## src/rtl/laser_tx_scheduler_if.sv

```systemverilog
// Host byte stream and two-lane transmitter link seen by the scheduler.
// master = scheduler side, slave = host/transmitter side.
interface laser_tx_scheduler_if;
    logic [7:0] in_data;
    logic       in_valid;
    logic       in_ready;
    logic [7:0] data1_transmit;
    logic [7:0] data2_transmit;
    logic       data1_ready;
    logic       data2_ready;
    logic       tx_done;

    modport master (
        input  in_data, in_valid, tx_done,
        output in_ready, data1_transmit, data2_transmit, data1_ready, data2_ready
    );

    modport slave (
        output in_data, in_valid, tx_done,
        input  in_ready, data1_transmit, data2_transmit, data1_ready, data2_ready
    );
endinterface

```

## src/rtl/laser_tx_scheduler.sv

```systemverilog
// Frames a host byte stream onto the two-lane laser transmitter: SOF, payload slots,
// per-lane XOR checksum, paced on tx_done with pad and done timeouts.
module laser_tx_scheduler #(
    parameter int unsigned FRAME_LEN    = 16,
    parameter int unsigned PAD_TIMEOUT  = 64,
    parameter int unsigned DONE_TIMEOUT = 4096,
    parameter int unsigned GAP_CYCLES   = 32
) (
    input  logic                        clock,
    input  logic                        reset,
    input  logic                        en,
    input  logic                        dual_lane,
    laser_tx_scheduler_if.master        bus,
    output logic                        frame_active,
    output logic                        frame_abort,
    output logic                        error,
    output logic [15:0]                 frames_sent
);

    localparam int unsigned PAD_W  = $clog2(PAD_TIMEOUT + 1);
    localparam int unsigned WAIT_W = $clog2(DONE_TIMEOUT + 1);
    localparam int unsigned GAP_W  = $clog2(GAP_CYCLES + 1);

    localparam logic [PAD_W-1:0]  PAD_LAST  = PAD_W'(PAD_TIMEOUT - 1);
    localparam logic [WAIT_W-1:0] WAIT_LAST = WAIT_W'(DONE_TIMEOUT - 1);
    localparam logic [GAP_W-1:0]  GAP_LAST  = GAP_W'(GAP_CYCLES - 1);
    localparam logic [7:0]        SLOT_LAST = 8'(FRAME_LEN - 1);
    localparam logic [7:0]        SOF_BYTE  = 8'hA5;

    typedef enum logic [2:0] {
        S_IDLE,
        S_SOF,
        S_LOAD,
        S_SEND,
        S_WAIT,
        S_CHK,
        S_GAP
    } state_t;

    typedef enum logic [1:0] {
        T_HDR,
        T_PAY,
        T_CHK
    } tag_t;

    state_t state, state_next;
    tag_t   tag;

    logic              mode;
    logic              lane_sel;
    logic              abort_pend;
    logic [7:0]        slot_cnt;
    logic [7:0]        chk1, chk2;
    logic [7:0]        data1, data2;
    logic              rdy1, rdy2;
    logic [PAD_W-1:0]  pad_cnt;
    logic [WAIT_W-1:0] wait_cnt;
    logic [GAP_W-1:0]  gap_cnt;

    logic accept, pad_fire, done_now, abort_now, timeout_now;

    assign bus.in_ready       = (state == S_LOAD) && en;
    assign bus.data1_transmit = data1;
    assign bus.data2_transmit = data2;
    assign bus.data1_ready    = rdy1;
    assign bus.data2_ready    = rdy2;
    assign frame_active       = (state == S_SOF) || (state == S_LOAD) || (state == S_SEND) ||
                                (state == S_WAIT) || (state == S_CHK);

    always_ff @(posedge clock) begin
        if (reset) state <= S_IDLE;
        else       state <= state_next;
    end

    always_comb begin
        state_next  = state;
        accept      = 1'b0;
        pad_fire    = 1'b0;
        done_now    = 1'b0;
        abort_now   = 1'b0;
        timeout_now = 1'b0;
        case (state)
            S_IDLE: begin
                if (en && bus.in_valid && !error) state_next = S_SOF;
            end
            S_SOF: begin
                if (!en) begin
                    abort_now  = 1'b1;
                    state_next = S_IDLE;
                end else begin
                    state_next = S_SEND;
                end
            end
            S_LOAD: begin
                if (!en) begin
                    abort_now  = 1'b1;
                    state_next = S_IDLE;
                end else begin
                    accept = bus.in_valid;
                    if (accept && (lane_sel || !mode)) begin
                        state_next = S_SEND;
                    end else if (!accept && (pad_cnt == PAD_LAST)) begin
                        pad_fire   = 1'b1;
                        state_next = S_SEND;
                    end
                end
            end
            S_SEND: state_next = S_WAIT;
            S_WAIT: begin
                if (bus.tx_done) begin
                    done_now = 1'b1;
                    // A disable seen anywhere in SEND/WAIT takes effect only once the transfer ends
                    if ((tag != T_CHK) && (abort_pend || !en)) begin
                        abort_now  = 1'b1;
                        state_next = S_IDLE;
                    end else begin
                        case (tag)
                            T_HDR:   state_next = S_LOAD;
                            T_PAY:   state_next = (slot_cnt == SLOT_LAST) ? S_CHK : S_LOAD;
                            default: state_next = S_GAP;
                        endcase
                    end
                end else if (wait_cnt == WAIT_LAST) begin
                    timeout_now = 1'b1;
                    abort_now   = 1'b1;
                    state_next  = S_IDLE;
                end
            end
            S_CHK: state_next = S_SEND;
            S_GAP: begin
                if (gap_cnt == GAP_LAST) state_next = S_IDLE;
            end
            default: state_next = S_IDLE;
        endcase
    end

    always_ff @(posedge clock) begin
        if (reset) begin
            tag         <= T_HDR;
            mode        <= 1'b0;
            lane_sel    <= 1'b0;
            abort_pend  <= 1'b0;
            slot_cnt    <= '0;
            chk1        <= '0;
            chk2        <= '0;
            data1       <= '0;
            data2       <= '0;
            rdy1        <= 1'b0;
            rdy2        <= 1'b0;
            pad_cnt     <= '0;
            wait_cnt    <= '0;
            gap_cnt     <= '0;
            frame_abort <= 1'b0;
            error       <= 1'b0;
            frames_sent <= '0;
        end else begin
            frame_abort <= abort_now;
            pad_cnt     <= '0;
            wait_cnt    <= '0;
            gap_cnt     <= '0;
            case (state)
                S_IDLE: begin
                    if (state_next == S_SOF) begin
                        mode       <= dual_lane;
                        chk1       <= '0;
                        chk2       <= '0;
                        slot_cnt   <= '0;
                        lane_sel   <= 1'b0;
                        abort_pend <= 1'b0;
                    end
                end
                S_SOF: begin
                    if (state_next == S_SEND) begin
                        data1 <= SOF_BYTE;
                        data2 <= mode ? SOF_BYTE : 8'h00;
                        tag   <= T_HDR;
                        rdy1  <= 1'b1;
                        rdy2  <= mode;
                    end
                end
                S_LOAD: begin
                    if (!en) begin
                        lane_sel <= 1'b0;
                    end else if (accept) begin
                        if (!lane_sel) begin
                            data1    <= bus.in_data;
                            chk1     <= chk1 ^ bus.in_data;
                            lane_sel <= mode;
                        end else begin
                            data2    <= bus.in_data;
                            chk2     <= chk2 ^ bus.in_data;
                            lane_sel <= 1'b0;
                        end
                    end else if (pad_fire) begin
                        // Zero-fill every slot not yet loaded; checksums untouched
                        if (!lane_sel) data1 <= 8'h00;
                        data2    <= 8'h00;
                        lane_sel <= 1'b0;
                    end else begin
                        pad_cnt <= pad_cnt + 1'b1;
                    end
                    if (state_next == S_SEND) begin
                        tag  <= T_PAY;
                        rdy1 <= 1'b1;
                        rdy2 <= mode;
                    end
                end
                S_SEND: begin
                    if (!en) abort_pend <= 1'b1;
                end
                S_WAIT: begin
                    wait_cnt <= wait_cnt + 1'b1;
                    if (!en) abort_pend <= 1'b1;
                    if (done_now || timeout_now) begin
                        rdy1 <= 1'b0;
                        rdy2 <= 1'b0;
                    end
                    if (timeout_now) error <= 1'b1;
                    if (done_now && !abort_now && (tag == T_PAY)) slot_cnt <= slot_cnt + 1'b1;
                    if (done_now && (tag == T_CHK)) frames_sent <= frames_sent + 1'b1;
                    if (abort_now) abort_pend <= 1'b0;
                end
                S_CHK: begin
                    data1 <= chk1;
                    data2 <= mode ? chk2 : 8'h00;
                    tag   <= T_CHK;
                    rdy1  <= 1'b1;
                    rdy2  <= mode;
                end
                S_GAP: begin
                    gap_cnt <= gap_cnt + 1'b1;
                end
                default: ;
            endcase
        end
    end

endmodule

```

## src/flat_wrapper.sv

```systemverilog
// flat-port wrapper written by rule: the top's interface ports become plain ports
module laser_tx_scheduler_flat 
#(
    parameter int unsigned FRAME_LEN    = 16,
    parameter int unsigned PAD_TIMEOUT  = 64,
    parameter int unsigned DONE_TIMEOUT = 4096,
    parameter int unsigned GAP_CYCLES   = 32
)
  (clock, reset, en, dual_lane, frame_active, frame_abort, error, frames_sent, bus_in_data, bus_in_valid, bus_tx_done, bus_in_ready, bus_data1_transmit, bus_data2_transmit, bus_data1_ready, bus_data2_ready);
  laser_tx_scheduler_if bus_i ();
  input  logic clock;
  input  logic reset;
  input  logic en;
  input  logic dual_lane;
  output logic frame_active;
  output logic frame_abort;
  output logic error;
  output logic [15:0] frames_sent;
  input wire logic [$bits(bus_i.in_data)-1:0] bus_in_data;
  input wire logic [$bits(bus_i.in_valid)-1:0] bus_in_valid;
  input wire logic [$bits(bus_i.tx_done)-1:0] bus_tx_done;
  output wire logic [$bits(bus_i.in_ready)-1:0] bus_in_ready;
  output wire logic [$bits(bus_i.data1_transmit)-1:0] bus_data1_transmit;
  output wire logic [$bits(bus_i.data2_transmit)-1:0] bus_data2_transmit;
  output wire logic [$bits(bus_i.data1_ready)-1:0] bus_data1_ready;
  output wire logic [$bits(bus_i.data2_ready)-1:0] bus_data2_ready;
  assign bus_i.in_data = bus_in_data;
  assign bus_i.in_valid = bus_in_valid;
  assign bus_i.tx_done = bus_tx_done;
  assign bus_in_ready = bus_i.in_ready;
  assign bus_data1_transmit = bus_i.data1_transmit;
  assign bus_data2_transmit = bus_i.data2_transmit;
  assign bus_data1_ready = bus_i.data1_ready;
  assign bus_data2_ready = bus_i.data2_ready;
  laser_tx_scheduler #(.FRAME_LEN(FRAME_LEN), .PAD_TIMEOUT(PAD_TIMEOUT), .DONE_TIMEOUT(DONE_TIMEOUT), .GAP_CYCLES(GAP_CYCLES)) u_core (.clock(clock), .reset(reset), .en(en), .dual_lane(dual_lane), .bus(bus_i), .frame_active(frame_active), .frame_abort(frame_abort), .error(error), .frames_sent(frames_sent));
endmodule
```

## config.mk

```make
export PLATFORM = sky130hd
export DESIGN_NAME = laser_tx_scheduler_flat
export DESIGN_NICKNAME = d
export VERILOG_FILES = /design/src/rtl/laser_tx_scheduler_if.sv /design/src/rtl/laser_tx_scheduler.sv /design/src/flat_wrapper.sv
export SDC_FILE = /design/constraint.sdc
export NUM_CORES = 1
export LEC_CHECK = 0
export ABC_AREA = 1
export CORE_UTILIZATION = 61
export CTS_CLUSTER_SIZE = 10
export DETAILED_ROUTE_END_ITERATION = 16
export PLACE_DENSITY = 0.85
export SLEW_MARGIN = 15
export SYNTH_ARGS = -nofsm -noshare
export SYNTH_HDL_FRONTEND = slang
export SYNTH_SLANG_ARGS = --single-unit
```

## constraint.sdc

```tcl
create_clock -name clock -period 3.78 [get_ports clock]
set_clock_uncertainty 0.05 [all_clocks]
set_input_delay 0.756 -clock clock [delete_from_list [all_inputs] [get_ports clock]]
set_output_delay 0.756 -clock clock [all_outputs]
set_load 0.1 [all_outputs]
```

==> impl_metrics.toml, run 1 <==
[timing]
hold_violations = 0
timing.setup.tns_ns = 0
period_share_pct = 76.5
finalMaxSlewViolations = 0
worstMarginPinSlew_ns = 1.04
fmax_ghz = 0.346
worst_slew_margin_rel_pct = 30.3
setup_viol = 0
rsz0062_at_grt = "false"
finalCriticalPeriod_ns = 2.89

[final_layout]
regArea_mm2 = 0.00188
drive_gt1_share_pct = 7.40
fin_nets = 759
final_area_mm2 = 0.00559
num_antenna_cells = 0
num-fill-cells = 606
postLayoutCoreUtil_pct = 75.4
multiInputGateArea_mm2 = 0.00239
syn2layout_area_growth_pct = 16.7

[routing]
vias = 4535
wl_met1_um = 4640
route.met2.wl_um = 5210
wire_per_inst_um = 12.8
wl_met3_um = 652
drc = 0
routed_wirelength_um = 10800
first_iter_violations = 271
dr.pass1.iters = 5
topRoutingLayerUsed = "met4"
antenna_left = 0
viasPerCell = 5.39

[grt]
grt_pass1_vias = 4364
grt_max_degree = 30
overflow = 0
antenna_found_initial = 0
track_usage_pct = 27.8
grt_pass1_wl_um = 18800

[worst_hold_path]
worstHoldPathType = "register to register"
whs_path_depth = 2

[synthesis]
synthCells = 690
synth-seq-area-share_pct = 39.3
synth_top_area_share_pct = 39.3
synth-seq-cells = 94
synth_nets = 709
syn_avg_cell_area_um2 = 6.93
synth_edf_count = 0
synth_area_mm2 = 0.00478
synth_top_area_cell = "dfxtp_1"
synthArstFlopShare_pct = 0
yosys_warnings = 0
synth_area_leaders = "dfxtp_1, nand2_1, inv_1"
synth_flop_cell = "dfxtp_1"
synth_cell_types = 42

[status]
status = "complete, no violations"

[setup_path]
path_buf_inv = 2
cp.required_ns = 2.97
crit_slowest_cell = "dfxtp_1"
path_cells = "inv_4 -> nand3_4 -> nand2_2 -> nor2_1 -> nand2_1 -> buf_4"
rrSetupSlack_ns = 1.54
cp_max_fo = 19
worstSetupStartpointType = "register"
r2r_cells = 9
cp.arrival_ns = 2.09
path_depth = 6
cp_top_family = "simple AND/OR/NAND/NOR gates"
crit_type = "register to output pin"
end_kind = "output pin"
max_stage_delay_ns = 0.54

[clocking]
root_buffer = "clkbuf_8"
htree_levels = 3
cts_resized = 0
tritoncts = "built"
cts_setup_buffers = 0
clock-sinks = 94
clock_path_buffers = 2
cts_buffers = 9
clk_pin_slew_ns = 0.08
worstSkewPairLatency_ns = 0.36
cts_hold_buffers = 0

[power]
power_density_mw_per_mm2 = 386
p_leak_nw = 2.19
ir_drop_uv = 241

[floorplanning]
io_pins = 52
core_mm2 = 0.00741
dieArea_mm2 = 0.00820
die_y_um = 90.6
start_util_pct = 64.6
rows = 31
die_width_um = 90.6

[placement]
place.gp.congestion = 0.921
dp.final_hpwl_um = 7870
io_buffer_count = 51
dpl-instance-area_mm2 = 0.00537

[flow_run]
maxCapViolCount = 0
## report_power, final
group | internal (mW) | switching, mW
clock | 0.403 | 0.335
combinational | 0.101 | 0.278
sequential | 1.02 | 0.0190
total | 1.52 | 0.632
## synth_stat cells (5+ instances only)
master,count
ha_1,5
nand2_2,6
nand3_1,24
clkbuf_1,8
inv_2,6
nor3_1,11
a31oi_1,5
nor2_2,8
nor2_1,99
nand4_1,27
inv_1,109
nand2_1,127
a211oi_1,12
dfxtp_1,94
xor2_1,10
a21oi_1,60
xnor2_1,6
o21ai_0,30
## per-stage QoR
step	power [mW]	hold WS (ns)	setup WS, ns	cells
floorplan	1.35	0.368	1.15	690
global placement	1.43	0.380	1.05	828
detailed placement	1.44	0.383	0.852	828
CTS	2.17	0.396	0.902	842
global route	2.24	0.424	0.745	842
finish	2.16	0.392	0.889	842
## kinds of logic after synthesis
logic type	after synthesis	share of synthesized area [%]
and+or+nand+nor	324	31.7
buffers and inverters	133	10.7
AOI/OAI and AO/OA	118	13.9
DFF	94	39.3
xor gates and xnor gates	16	2.93
adders and majority gates	5	1.31
## cell type report
type / count / share of cell area, %
clock inverter: 3 / 1.23
inverter: 119 / 8.06
clock buffer: 11 / 2.71
timing repair buffer: 53 / 9.32
tap: 99 / 2.22
multi-input combinational: 463 / 42.8
sequential: 94 / 33.7
## worst register-to-register path, delay by kind of cell (launching register included)
kind | cells | cell delay (ns)
AOI/OAI and AO/OA | 1 | 0.22
buffers and inverters | 3 | 0.49
DFF | 1 | 0.54
and+or+nand+nor | 5 | 0.85
## final timing paths
check	start	endpoint
max	u_core.state[2]	frame_active
min	u_core.pad_cnt[6]	u_core.pad_cnt[6]
max reg2reg	u_core.state[2]	u_core.chk1[7]
min reg2reg	u_core.pad_cnt[6]	u_core.pad_cnt[6]
## cell usage in the layout, fill, tap and decap left out, types with 2 or more instances in the layout
| cell type | n |
|---|---|
| clkinv_1 | 2 |
| nor3b_1 | 4 |
| xor2_1 | 10 |
| a21oi_1 | 60 |
| inv_1 | 109 |
| nand3b_1 | 2 |
| nand2_1 | 127 |
| or2_2 | 3 |
| nor3_1 | 11 |
| nand2_2 | 6 |
| o21ai_0 | 30 |
| nor4_1 | 2 |
| nand4_1 | 27 |
| nand3_4 | 3 |
| xnor2_1 | 6 |
| buf_4 | 4 |
| dfxtp_1 | 94 |
| nand2_4 | 2 |
| a211oi_1 | 12 |
| o21ai_1 | 2 |
| o21a_1 | 2 |
| nor2_1 | 99 |
| o22ai_1 | 4 |
| ha_1 | 5 |
| clkbuf_8 | 11 |
| bufinv_16 | 2 |
| a31oi_1 | 5 |
| nand3_1 | 24 |
| inv_2 | 6 |
| nor2_2 | 8 |
| clkdlybuf4s50_1 | 49 |
## routing by layer
| metal | vias to the layer above | track usage, % |
|---|---|---|
| li1 | 2313 | - |
| met1 | 2030 | 32.2 |
| met2 | 163 | 49.4 |
| met3 | 29 | 5.89 |
| met4 | 0 | 11.6 |
| met5 | - | 0 |
## sequential cells by signal, summed over array words and instances (netlist names), 2 cells and up
register / flops
u_core.chk2: 8
u_core.gap_cnt: 6
u_core.bus.data1_transmit: 8
u_core.chk1: 8
u_core.pad_cnt: 7
u_core.tag: 2
u_core.slot_cnt: 8
u_core.wait_cnt: 13
u_core.bus.data2_transmit: 8
u_core.state: 3
u_core.frames_sent: 16
No activity file was read; power rests on OpenSTA's default activity.
==> run 2: changes to the inputs <==
--- a/config.mk
+++ b/config.mk
@@ -6,10 +6,10 @@
 export NUM_CORES = 1
 export LEC_CHECK = 0
 export ABC_AREA = 1
-export CORE_UTILIZATION = 61
+export CORE_UTILIZATION = 57
 export CTS_CLUSTER_SIZE = 10
 export DETAILED_ROUTE_END_ITERATION = 16
-export PLACE_DENSITY = 0.85
+export PLACE_DENSITY = 0.8
 export SLEW_MARGIN = 15
 export SYNTH_ARGS = -nofsm -noshare
 export SYNTH_HDL_FRONTEND = slang
==> constraint.sdc (replaced) <==
create_clock -name clock -period 3 [get_ports clock]
set_clock_uncertainty 0.05 [all_clocks]
set_input_delay 0.6 -clock clock [delete_from_list [all_inputs] [get_ports clock]]
set_output_delay 0.6 -clock clock [all_outputs]
set_load 0.1 [all_outputs]
==> impl_metrics.toml, run 2 (synthesized netlist as in run 1, its figures left out) <==
[setup_path]
crit_slowest_cell = "dfxtp_1"
cp.required_ns = 2.35
max_stage_delay_ns = 0.53
cp.arrival_ns = 2.10
cp_max_fo = 19
crit_type = "register to output pin"
end_kind = "output pin"
path_cells = "inv_4 -> nand3_4 -> nand2_2 -> nor2_1 -> nand2_1 -> buf_12"
worstSetupStartpointType = "register"

[final_layout]
num_antenna_cells = 0
drive_gt1_share_pct = 12.4
final_common_cell = "nand2_1"
largest_reg_flops = 16
fin_nets = 761
syn2layout_area_growth_pct = 15.7
top_regs = "u_core.frames_sent: 16 flops, u_core.wait_cnt: 13 flops"
top_register = "u_core.frames_sent"
final_cell_mix = "nand2_1, inv_1, nor2_1"

[floorplanning]
start_util_pct = 58.5
dieArea_mm2 = 0.00876
die_y_um = 93.6
rows = 33
io_pins = 52
die_width_um = 93.6
core_mm2 = 0.00818

[clocking]
htree_levels = 3
clk_pin_slew_ns = 0.08
cts_hold_buffers = 0
cts_buffers = 9
cts_setup_buffers = 0
root_buffer = "clkbuf_8"
cts_resized = 0
worstSkewPairLatency_ns = 0.37
tritoncts = "built"
clock-sinks = 94
clock_path_buffers = 2

[worst_hold_path]
worstHoldPathType = "register to register"

[power]
ir_drop_uv = 310
power_density_mw_per_mm2 = 489
p_leak_nw = 2.28

[timing]
fmax_ghz = 0.364
worstMarginPinSlew_ns = 0.449
timing.setup.tns_ns = 0
hold_violations = 0
finalCriticalPeriod_ns = 2.75
whs_ns = 0.401
worst_slew_margin_rel_pct = 70.1
finalMaxSlewViolations = 0
setup_viol = 0
period_share_pct = 91.6
rsz0062_at_grt = "false"

[grt]
track_usage_pct = 26.4
antenna_found_initial = 0
grt_max_degree = 35
grt_pass1_wl_um = 18400
grt_pass1_vias = 4310
overflow = 0

[routing]
dr.pass1.iters = 5
first_iter_violations = 229
routed_wirelength_um = 10700
wire_per_inst_um = 12.6
viasPerCell = 5.27
drc = 0
antenna_left = 0
vias = 4494

[flow_run]
maxCapViolCount = 0

[placement]
dp.final_hpwl_um = 7860
io_buffer_count = 51
place.gp.congestion = 0.859

[status]
status = "complete, no violations"
==> run 2: path summary, 6_finish.rpt <==
check | start | end | slack (ns) | cells past startpoint
max | u_core.state[2] | frame_active | 0.25 | 6
min | u_core.gap_cnt[0] | u_core.gap_cnt[0] | 0.40 | 1
max reg2reg | u_core.wait_cnt[0] | u_core.slot_cnt[7] | 0.74 | 13
min reg2reg | u_core.gap_cnt[0] | u_core.gap_cnt[0] | 0.40 | 1
==> run 2: cell type report <==
type	count	area, um^2
clock buffer	12	145
clock inverter	4	70.1
fill	710	2640
inverter	119	450
multi-input combinational	463	2390
sequential	94	1880
tap	105	131
timing repair buffer	55	470
==> run 2: per-layer routing <==
layer | wire length [um] | track usage (%)
met1 | 4900 | 32.5
met2 | 5040 | 44.4
met3 | 595 | 5.28
met4 | 162 | 11.5
met5 | 0 | 0
==> run 2: critical path: cells and delay by family, from the launching register on <==
family / cells / cell delay, ns
buffers and inverters: 2 / 0.31
flip-flops: 1 / 0.53
AND/OR/NAND/NOR: 4 / 0.89
==> run 2: per-stage QoR <==
| step | utilization [%] | std cells | total power, mW | area [um^2] | worst slack (ns) |
|---|---|---|---|---|---|
| 3_3_place_gp | 65.1 | 836 | 1.80 | 5320 | 0.447 |
| 4_1_cts | 67.7 | 852 | 2.72 | 5540 | 0.254 |
| 2_1_floorplan | - | 690 | 1.70 | 4780 | 0.527 |
| 6_report | 67.7 | 852 | 2.71 | 5540 | 0.253 |
| 5_1_grt | 67.7 | 852 | 2.82 | 5540 | 0.127 |
| 3_5_place_dp | 65.1 | 836 | 1.81 | 5320 | 0.389 |
==> run 2: where the power goes <==
part / switching (mW) / internal, mW
registers: 0.0243 / 1.29
clock network: 0.432 / 0.491
logic: 0.349 / 0.125
total: 0.805 / 1.90
==> run 3: changes to the inputs <==
--- a/config.mk
+++ b/config.mk
@@ -6,10 +6,11 @@
 export NUM_CORES = 1
 export LEC_CHECK = 0
 export ABC_AREA = 1
-export CORE_UTILIZATION = 57
+export CORE_UTILIZATION = 50
 export CTS_CLUSTER_SIZE = 10
 export DETAILED_ROUTE_END_ITERATION = 16
-export PLACE_DENSITY = 0.8
+export GPL_TIMING_DRIVEN = 0
+export PLACE_DENSITY = 0.72
 export SLEW_MARGIN = 15
 export SYNTH_ARGS = -nofsm -noshare
 export SYNTH_HDL_FRONTEND = slang
==> impl_metrics.toml, run 3 (synthesized netlist as in run 1, its figures left out) <==
[power]
power.total_mw = 2.57
sequentialPowerShare_pct = 51.0
p_clk_share_pct = 30.2
power.switching_mw = 0.826
ir_drop_uv = 251
switching_share_pct = 32.2
pwr-share-comb_pct = 18.8
power_density_mw_per_mm2 = 456
p_int_mw = 1.74
p_leak_nw = 2.18

[flow_run]
maxCapViolCount = 0

[floorplanning]
rows = 35
start_util_pct = 51.8
die_y_um = 99.8
dieArea_mm2 = 0.00996
io_pins = 52
core_mm2 = 0.00924
die_width_um = 99.8

[routing]
antenna_left = 0
routed_wirelength_um = 10600
dr.pass1.iters = 5
drc = 0
vias = 4391
first_iter_violations = 241
viasPerCell = 4.96
wire_per_inst_um = 12.0

[worst_hold_path]
whs_path_depth = 1
min_to = "u_core.pad_cnt[0]"
worstHoldPathType = "register to register"
min-delay-start = "u_core.pad_cnt[0]"

[setup_path]
cp.arrival_ns = 2.16
path_cells = "inv_2 -> nor2_1 -> inv_1 -> nand2_2 -> nor2_1 -> nand2_1 -> clkdlybuf4s15_2"
max_stage_delay_ns = 0.55
cpMostUsedCell = "nor2_1"
r2r-start = "u_core.wait_cnt[0]"
cp.required_ns = 2.35
crit_slowest_cell = "clkdlybuf4s15_2"
rrSetupSlack_ns = 0.90
r2r_end = "u_core.slot_cnt[7]"
r2r_cells = 13
worstSetupStartpointType = "register"
crit_type = "register to output pin"
end_kind = "output pin"
cp_max_fo = 10

[clocking]
cts_setup_buffers = 0
tritoncts = "built"
clk_pin_slew_ns = 0.09
root_buffer = "clkbuf_8"
htree_levels = 3
clock-sinks = 94
worstSkewPairLatency_ns = 0.36
cts_buffers = 9
clock_path_buffers = 2

[final_layout]
syn2layout_area_growth_pct = 17.8
final_common_cell = "nand2_1"
final_cell_mix = "nand2_1, inv_1, nor2_1"
fin_nets = 771
num_antenna_cells = 0
top_regs = "u_core.frames_sent: 16 flops, u_core.wait_cnt: 13 flops"
postLayoutCoreUtil_pct = 61.0
largest_reg_flops = 16
final_area_mm2 = 0.00563
drive_gt1_share_pct = 7.66
stdcell_count = 886
top_register = "u_core.frames_sent"

[status]
status = "complete, no violations"

[grt]
grt_util_met3_pct = 4.32
grt_pass1_vias = 4044
overflow = 0
use_met1_pct = 31.0
track_usage_pct = 22.5
grt_pass1_wl_um = 18200
antenna_found_initial = 0
grt_busiest_layer = "met2"
use_met2_pct = 36.0
grt_max_degree = 16

[timing]
worstMarginPinSlew_ns = 0.971
rsz0062_at_grt = "false"
finalCriticalPeriod_ns = 2.81
worst_slew_margin_rel_pct = 35.1
fmax_ghz = 0.356
hold_violations = 0
finalMaxSlewViolations = 0
setup_viol = 0
period_share_pct = 93.5

[placement]
dp.final_hpwl_um = 7970
io_buffer_count = 51
dpl-instance-area_mm2 = 0.00546
dp.cells = 870
place.gp.congestion = 0.889
[run 3: cell types whose count changed in the layout (fill, tap and decap cells not counted), moves of 3 or more]
| cell | change |
|---|---|
| buf_4 | -40 |
| clkdlybuf4s50_1 | +36 |
| clkbuf_1 | +7 |
| buf_2 | +3 |
[run 3: worst max path at each step]
| stage | slack, ns | cells past startpoint | end | from |
|---|---|---|---|---|
| 2_1_floorplan | 0.53 | 11 | u_core.bus.data1_transmit[7] | u_core.state[2] |
| 3_3_place_gp | -0.33 | 4 | bus_in_ready | en |
| 3_5_place_dp | -0.35 | 4 | bus_in_ready | en |
| 4_1_cts | 0.19 | 7 | frame_active | u_core.state[0] |
| 5_1_grt | 0.04 | 7 | frame_active | u_core.state[0] |
| 6_report | 0.19 | 7 | frame_active | u_core.state[0] |
[run 3: power groups by stage]
stage               clock network (mW)  registers, mW  logic, mW
floorplan                            0           1.49      0.206
global placement                     0           1.34      0.475
detailed placement                   0           1.34      0.481
CTS                              0.790           1.31      0.483
global route                     0.849           1.31      0.524
finish                           0.776           1.31      0.482
[run 3: layer usage]
metal	vias to the layer above	wire, um
li1	2336	-
met5	-	0
met4	0	128
met2	103	4770
met3	13	503
met1	1939	5220
[run 3: cell type report]
type / instances / area [um^2]
plain buffers: 14 / 63.8
clock buffers: 11 / 141
clock inverters: 5 / 33.8
fillers: 857 / 3610
inverters: 119 / 450
multi-input cells: 463 / 2390
flip-flops and latches: 94 / 1880
well taps: 129 / 161
repair buffers: 51 / 513
[run 3: repair_timing]
item,CTS,global route
gates resized for setup,6,0
hold buffers,0,0
setup endpoints to repair,2,0
[run 3: per-stage QoR]
step	TNS (ns)	hold slack [ns]	setup slack, ns
finish	0	0.399	0.194
global route	0	0.414	0.0403
CTS	0	0.403	0.194
detailed placement	-0.353	0.387	-0.353
global placement	-0.331	0.378	-0.331
floorplan	0	0.368	0.527
[run 3: worst max-delay path: cells and delay by family (launching register included)]
kind	cells	cell delay, ns
buffers and inverters	3	0.74
DFF	1	0.43
and+or+nand+nor	4	0.62
